### src/rtl/axil_bridge_pkg.sv
// axil_bridge_pkg: shared state encoding, AXI response codes and address formation for axil_bridge_gen2
package axil_bridge_pkg;
  typedef enum logic [2:0] {IDLE, AR, R, WR, B} AXIL_STATE;
  localparam logic [1:0] RESP_OKAY   = 2'b00;
  localparam logic [1:0] RESP_EXOKAY = 2'b01;
  localparam logic [1:0] RESP_SLVERR = 2'b10;
  localparam logic [1:0] RESP_DECERR = 2'b11;
  function automatic logic [63:0] axil_addr(input logic [63:0] waddr, input int unsigned shift, input logic [63:0] base);
    return base | (waddr << shift);
  endfunction
endpackage

### src/rtl/axil_bridge_wdog.sv
// axil_bridge_wdog: stall watchdog, instantiated only when AXIL_BRIDGE_TIMEOUT_EN is defined
module axil_bridge_wdog #(
  parameter int unsigned LIMIT = 255
) (
  input  logic clk,
  input  logic rst_n,
  input  logic clr_i,
  input  logic en_i,
  output logic expire_o
);
  localparam int unsigned W = $clog2(LIMIT + 1);
  logic [W-1:0] cnt_q;
  assign expire_o = cnt_q == W'(LIMIT);
  always_ff @(posedge clk or negedge rst_n)
    if (!rst_n) cnt_q <= '0;
    else if (clr_i) cnt_q <= '0;
    else if (en_i && !expire_o) cnt_q <= cnt_q + 1'b1;
endmodule

### src/rtl/axil_bridge_gen2.sv
// axil_bridge_gen2: single-beat command to AXI4-Lite read/write bridge
// AXIL_BRIDGE_TIMEOUT_EN compiles in a watchdog that aborts stalled transactions with SLVERR
module axil_bridge_gen2
  import axil_bridge_pkg::*;
#(
  parameter int unsigned DATA_W = 32,
  parameter int unsigned CADDR_W = 8,
  parameter int unsigned AXI_ADDR_W = 17,
  parameter logic [AXI_ADDR_W-1:0] BASE_ADDR = 17'h10000,
  parameter int unsigned TIMEOUT_CYC = 255
) (
  input  logic                  clk,
  input  logic                  rst_n,
  input  logic                  C_in_valid,
  input  logic                  C_r_wb,
  input  logic [CADDR_W-1:0]    C_addr,
  input  logic [DATA_W-1:0]     C_data_w,
  input  logic [DATA_W/8-1:0]   C_strb,
  output logic                  C_busy,
  output logic                  C_out_valid,
  output logic [DATA_W-1:0]     C_data_r,
  output logic [1:0]            C_resp,
  output logic                  AR_VALID,
  input  logic                  AR_READY,
  output logic [AXI_ADDR_W-1:0] AR_ADDR,
  input  logic                  R_VALID,
  output logic                  R_READY,
  input  logic [DATA_W-1:0]     R_DATA,
  input  logic [1:0]            R_RESP,
  output logic                  AW_VALID,
  input  logic                  AW_READY,
  output logic [AXI_ADDR_W-1:0] AW_ADDR,
  output logic                  W_VALID,
  input  logic                  W_READY,
  output logic [DATA_W-1:0]     W_DATA,
  output logic [DATA_W/8-1:0]   W_STRB,
  input  logic                  B_VALID,
  output logic                  B_READY,
  input  logic [1:0]            B_RESP
);
  localparam int unsigned SHIFT = $clog2(DATA_W / 8);
  if (DATA_W % 8 != 0 || DATA_W < 32) $error("DATA_W must be a multiple of 8 and at least 32");
  if (AXI_ADDR_W < CADDR_W + SHIFT) $error("AXI_ADDR_W too narrow for CADDR_W");
  if (BASE_ADDR[CADDR_W+SHIFT-1:0] != '0) $error("BASE_ADDR overlaps the word-address bits");
  if (TIMEOUT_CYC == 0) $error("TIMEOUT_CYC must be non-zero");
  AXIL_STATE state_q;
  logic ar_valid_q, r_ready_q, aw_valid_q, w_valid_q, b_ready_q, out_valid_q;
  logic [AXI_ADDR_W-1:0] ar_addr_q, aw_addr_q, addr_w;
  logic [DATA_W-1:0] w_data_q, data_r_q;
  logic [DATA_W/8-1:0] w_strb_q;
  logic [1:0] resp_q;
  logic ar_hs, r_hs, aw_hs, w_hs, b_hs, to;
  assign addr_w = AXI_ADDR_W'(axil_addr(64'(C_addr), SHIFT, 64'(BASE_ADDR)));
  assign ar_hs = ar_valid_q & AR_READY;
  assign r_hs = r_ready_q & R_VALID;
  assign aw_hs = aw_valid_q & AW_READY;
  assign w_hs = w_valid_q & W_READY;
  assign b_hs = b_ready_q & B_VALID;
`ifdef AXIL_BRIDGE_TIMEOUT_EN
  axil_bridge_wdog #(.LIMIT(TIMEOUT_CYC)) u_wdog (
    .clk      (clk),
    .rst_n    (rst_n),
    .clr_i    (state_q == IDLE || ar_hs || r_hs || aw_hs || w_hs || b_hs),
    .en_i     (state_q != IDLE),
    .expire_o (to)
  );
`else
  assign to = 1'b0;
`endif
  always_ff @(posedge clk or negedge rst_n)
    if (!rst_n) begin
      state_q <= IDLE;
      ar_valid_q <= 1'b0;
      r_ready_q <= 1'b0;
      aw_valid_q <= 1'b0;
      w_valid_q <= 1'b0;
      b_ready_q <= 1'b0;
      out_valid_q <= 1'b0;
      ar_addr_q <= '0;
      aw_addr_q <= '0;
      w_data_q <= '0;
      w_strb_q <= '0;
      data_r_q <= '0;
      resp_q <= RESP_OKAY;
    end else begin
      out_valid_q <= 1'b0;
      if (to) begin
        state_q <= IDLE;
        ar_valid_q <= 1'b0;
        r_ready_q <= 1'b0;
        aw_valid_q <= 1'b0;
        w_valid_q <= 1'b0;
        b_ready_q <= 1'b0;
        out_valid_q <= 1'b1;
        data_r_q <= '0;
        resp_q <= RESP_SLVERR;
      end else case (state_q)
        IDLE: if (C_in_valid) begin
          if (C_r_wb) begin
            ar_addr_q <= addr_w;
            ar_valid_q <= 1'b1;
            state_q <= AR;
          end else begin
            aw_addr_q <= addr_w;
            w_data_q <= C_data_w;
            w_strb_q <= C_strb;
            aw_valid_q <= 1'b1;
            w_valid_q <= 1'b1;
            state_q <= WR;
          end
        end
        AR: if (ar_hs) begin
          ar_valid_q <= 1'b0;
          r_ready_q <= 1'b1;
          state_q <= R;
        end
        R: if (r_hs) begin
          r_ready_q <= 1'b0;
          data_r_q <= R_DATA;
          resp_q <= R_RESP;
          out_valid_q <= 1'b1;
          state_q <= IDLE;
        end
        WR: begin
          if (aw_hs) aw_valid_q <= 1'b0;
          if (w_hs) w_valid_q <= 1'b0;
          // both channels done once each has handshaken now or earlier
          if ((aw_hs || !aw_valid_q) && (w_hs || !w_valid_q)) begin
            b_ready_q <= 1'b1;
            state_q <= B;
          end
        end
        B: if (b_hs) begin
          b_ready_q <= 1'b0;
          resp_q <= B_RESP;
          out_valid_q <= 1'b1;
          state_q <= IDLE;
        end
        default: state_q <= IDLE;
      endcase
    end
  assign C_busy = state_q != IDLE;
  assign C_out_valid = out_valid_q;
  assign C_data_r = data_r_q;
  assign C_resp = resp_q;
  assign AR_VALID = ar_valid_q;
  assign AR_ADDR = ar_addr_q;
  assign R_READY = r_ready_q;
  assign AW_VALID = aw_valid_q;
  assign AW_ADDR = aw_addr_q;
  assign W_VALID = w_valid_q;
  assign W_DATA = w_data_q;
  assign W_STRB = w_strb_q;
  assign B_READY = b_ready_q;
endmodule

### config.mk
export PLATFORM = sky130hd
export DESIGN_NAME = axil_bridge_gen2
export DESIGN_NICKNAME = d
export VERILOG_FILES = /design/src/rtl/axil_bridge_pkg.sv /design/src/rtl/axil_bridge_wdog.sv /design/src/rtl/axil_bridge_gen2.sv
export SDC_FILE = /design/constraint.sdc
export NUM_CORES = 1
export LEC_CHECK = 0
export CAP_MARGIN = 20
export CORE_ASPECT_RATIO = 1.2
export CORE_MARGIN = 2
export CORE_UTILIZATION = 40
export DETAILED_ROUTE_END_ITERATION = 8
export PLACE_DENSITY = 0.8
export SETUP_SLACK_MARGIN = 0.02
export SYNTH_ARGS = -nofsm -noshare
export SYNTH_HDL_FRONTEND = slang
export SYNTH_SLANG_ARGS = --single-unit
### constraint.sdc
create_clock -name clk -period 2.1 [get_ports clk]
set_input_delay 0.42 -clock clk [delete_from_list [all_inputs] [get_ports clk]]
set_output_delay 0.42 -clock clk [all_outputs]
set_load 0.005 [all_outputs]
Word-level counts from Yosys, hierarchy flattened

Cells that the tools add are included.

Flip-flop bits (word level): 97
Word-level logic and storage cells: 83

Eq/ne operators: 13
Mux-type cells: 29
Bitwise gates (word level): 6
Reductions and logical operators: 22

Operators by type and width:

| kind                                                                   | number |
|---|---|
| 2-bit != test (second input constant)                                  | 9 |
| 3-bit two-way mux                                                      | 5 |
| 3-bit case mux with 5 select lines                                     | 1 |
| 3-bit AND reduction                                                    | 5 |
| 1-bit two-way mux                                                      | 13 |
| 1-bit case mux with 2 select lines                                     | 6 |
| 4-bit AND reduction                                                    | 3 |
| 2-bit nonzero test                                                     | 5 |
| 3-bit by 2-bit equality test with 1-bit output (second input constant) | 2 |
| 2-bit two-way mux                                                      | 3 |
| 1-bit AND                                                              | 5 |
| 5-bit AND reduction                                                    | 1 |
| 2-bit case mux with 2 select lines                                     | 1 |
| 3-bit by 1-bit equality test with 1-bit output (second input constant) | 1 |
| 3-bit equality test (second input constant)                            | 1 |
| 3-bit zero test                                                        | 1 |
| 3-bit nonzero test                                                     | 1 |
| 1-bit zero test                                                        | 2 |
| 1-bit logical OR                                                       | 2 |
| 2-bit AND reduction                                                    | 1 |
| 1-bit logical AND                                                      | 1 |
| 1-bit inverter                                                         | 1 |

Depth between registers and ports, before layout

Depth after elaboration: 5
Mapped depth: 5

Worst setup path after synthesis

OpenSTA, ideal clock, no wires.

Path kind: register to register
From: reg state_q[0]
To: reg aw_addr_q[8] (netlist: AW_ADDR[8])
Library setup time: 127 ps
Arrival: 1617 ps
Data required time: 1973 ps
Path slack: 355 ps
Cell stages (with the launch flop): 6
Clock period less this slack: 1745 ps
Path through: dfrtp_1 or4b_4 nor2_4 buf_6 buf_8 mux2_1

Longest elaborated chain between the ends: 2

Ends and longest elaborated chain:

| what                                 | line                    | source |
|---|---|---|
| start, declared                      | axil_bridge_gen2.sv:46  | `AXIL_STATE state_q;` |
| start signal, assigned               | axil_bridge_gen2.sv:72  | `state_q <= IDLE;` |
| start signal, assigned               | axil_bridge_gen2.sv:88  | `state_q <= IDLE;` |
| start signal, assigned               | axil_bridge_gen2.sv:102 | `state_q <= AR;` |
| 3-bit zero test                      | axil_bridge_gen2.sv:97  | `end else case (state_q)` |
| 3-bit AND reduction (no source line) | n/a                     |  |
| end signal, assigned                 | axil_bridge_gen2.sv:104 | `aw_addr_q <= addr_w;` |
| end, declared                        | axil_bridge_gen2.sv:48  | `logic [AXI_ADDR_W-1:0] ar_addr_q, aw_addr_q, addr_w;` |

Every way passes these cells.
A chain may end at the register's enable or synchronous reset.

Final worst setup path

From: reg state_q[0]
To: out C_busy

Longest elaborated chain between the ends: 1

Ends and longest elaborated chain:

| what               | line                    | source |
|---|---|---|
| 3-bit nonzero test | axil_bridge_gen2.sv:142 | `assign C_busy = state_q != IDLE;` |
| end, declared      | axil_bridge_gen2.sv:19  | `output logic C_busy,` |

Every way passes these cells.

==> impl_results.md <==
- CTS buffer count: 9
- Worst Setup Start Kind: flop
- TNS Setup: 0 ns
- Initial DRC Count: 49
- Fin crit period: 1.94 ns
- Area grow syn2layout: 55.0%
- Setup WS pre-CTS: -0.164 ns
- I/O Buffers: 183
- Layout cells sized above 1: 0.232
- Post-CTS resize count: 1
- Fin area: 6190 um^2
- Final hold violations: 0
- Final setup viols: 0
- Clock Sinks: 97
- Num ports: 200
- Post-Syn Instances: 258
- Fin util: 0.644
- Vias in the first global route: 2912
- Vias per inst: 4.75
- CP max FO: 12
- Tcrit/Tclk final: 0.923
- Post-DP Area: 5940 um^2
- Complex-gate fraction of the synthesized area: 0.0279
- Worst Skew: 0.00393 ns
- Path depth of the worst reg2reg path: 4
- FFs w/ async S/R, synth: 1.00
- Met2 GRT Util: 0.291
- Drt wl/cell: 16.0 um
- Skew-Pair Late Insertion Delay: 0.32 ns
- Final cell count without fillers: 575
- Initial core utilization: 0.415
- Slew Viols, Final: 0
- Register Area: 2430 um^2
- Final HPWL DP: 6990 um
- Final Power: 8.25 mW
- Post-Route WL: 9210 um
- Max Buffers Root-to-Sink: 2
- Die Ht: 113 um
- Root buffer cell: clkbuf_16
- Setup Buffers After CTS: 0
- Post-Syn Area: 3990 um^2
- First-pass GRT wire length: 14400 um
- R2R Setup Slk: 0.30 ns
- Area of the multi-input gates: 1390 um^2
- Total GRT Usage: 0.173
- CTS clock-pin slew for the worst setup and hold paths: 0.06 ns
- Top Usage Layer GRT: met2
- Grt ovf: 0
- Setup CP Type: reg -> out
- Grt met3 use: 0.0588
- CTS tree: done
- Hold_ws: 0.0817 ns
- # rows: 39
- Met1 Use GR: 0.206
- # H-tree levels: 3
- Arrival @ worst endpoint: 1.52 ns
- Yosys reg bits: 97
- Via count: 2729
- VDD IR-drop max: 0.000632 V
- Core area: 9610 um^2
- Post-synth EDFFs: 0
- Nets: 539
- Placed insts: 562
- Hold_buf cts: 0
- Drt pass-1 iters: 5
- Synth Area per Inst: 15.5 um^2
- Die area: 10800 um^2
- Post-route ant nets: 0
- Outcome: finished clean
- Adder-Cell Fraction of Synth Area: 0
- Multiplexer area fraction after synthesis: 0.256
- Worst hold path class: in -> async
- # diodes: 0
- DR DRC count: 0
- Final Wtd Congestion: 0.786
- Largest family of logic cells by synthesized area: multiplexers
- RR Endpoint: W_DATA[8]
- Worst Path Required: 1.68 ns
- Number of filler cells placed in the layout: 730
- Crit path capture type: primary output
- Yosys warning count: 0
- R2r startpoint: state_q[0]
- Pin count of the biggest net entering global routing: 59
- Initial antenna violation count: 0
- RSZ-0062 raised after global routing: no
- Pleak: 2.63 nW
- PD cells: 1330 nW/um^2
- Top_reg_cell synth: dfrtp_1
- Worst setup margin: 0.161 ns
- Netlist cell types: 37
- Simple-gate share of the synthesized area: 0.0492
- Seq/Total Area, Yosys: 0.608
- Die width: 95.2 um
- Maxcap violations: 0
- Post-synthesis xor/xnor area fraction: 0
- Max Freq: 516 MHz
[cells in the final DEF, fill, tap and decap left out, types with 3 or more instances in the layout]
master,instances
clkdlybuf4s50_1,181
dfrtp_1,97
mux2_2,56
mux2_4,20
conb_1,16
clkbuf_16,9
mux2_1,8
buf_4,7
nand2_1,5
nand2b_1,4
nand3_1,4
buf_12,4
or3_1,3
inv_1,3
o21ai_0,3
[state kept, by name, summed over array words and instances, names as in the netlist, 2 cells and up]
register  flops
AR_ADDR       9
AW_ADDR       9
C_data_r     32
C_resp        2
W_DATA       32
W_STRB        4
state_q       3
[final cells by class]
type | instances | share of cell area
tap | 123 | 0.0249
timing repair buffer | 193 | 0.316
multi-input combinational | 146 | 0.225
clock buffer | 12 | 0.0398
sequential | 97 | 0.392
inverter | 3 | 0.00182
clock inverter | 1 | 0.000809
[where the power goes]
group	total (mW)	switching, mW	internal (mW)
logic	3.59	1.05	2.53
clock network	1.42	0.610	0.814
registers	3.24	0.474	2.76
total	8.25	2.14	6.11
[worst max path at each step]
stage	to	slack, ns	startpoint
after detailed placement	W_DATA[10]	-0.16	C_in_valid
after floorplan	AW_ADDR[8]	0.36	state_q[0]
after global placement	W_DATA[2]	-0.16	C_in_valid
after CTS	C_busy	0.14	state_q[0]
after global routing	C_busy	0.09	state_q[0]
final	C_busy	0.16	state_q[0]
[critical path: stages (launching register included)]
cell           delay, ns
dfrtp_1             0.38
buf_4               0.18
or3_1               0.37
dlygate4sd2_1       0.27
[logic make-up (layout without fill, tap and decap cells)]
logic type | count (synthesis) | count (layout)
AO/OA/AOI/OAI | 15 | 15
flip-flops | 97 | 97
AND/OR/NAND/NOR | 31 | 31
buffers and inverters | 30 | 209
other | 1 | 16
multiplexers | 84 | 84
[per-layer routing]
metal	vias to the layer above	wire [um]
li1	1259	-
met1	1335	3510
met2	129	4720
met3	6	877
met4	0	96
met5	-	0
[cells in the mapped netlist (2+ instances only)]
cell type | count | area share
nand2_1 | 5 | 0.0047
o21ai_0 | 3 | 0.0038
mux2_4 | 20 | 0.075
or3_1 | 3 | 0.0047
a21o_1 | 2 | 0.0038
nand3_1 | 4 | 0.0050
a31oi_1 | 2 | 0.0031
dfrtp_1 | 97 | 0.61
inv_1 | 3 | 0.0028
buf_4 | 17 | 0.032
buf_12 | 2 | 0.010
nand2b_1 | 4 | 0.0063
nor2b_1 | 2 | 0.0031
o22ai_1 | 2 | 0.0031
nor2_1 | 3 | 0.0028
mux2_1 | 8 | 0.023
mux2_2 | 56 | 0.16
o221a_2 | 2 | 0.0056
buf_2 | 4 | 0.0050
clkbuf_1 | 2 | 0.0019
Note: power is estimated with default switching activity, not from simulation.
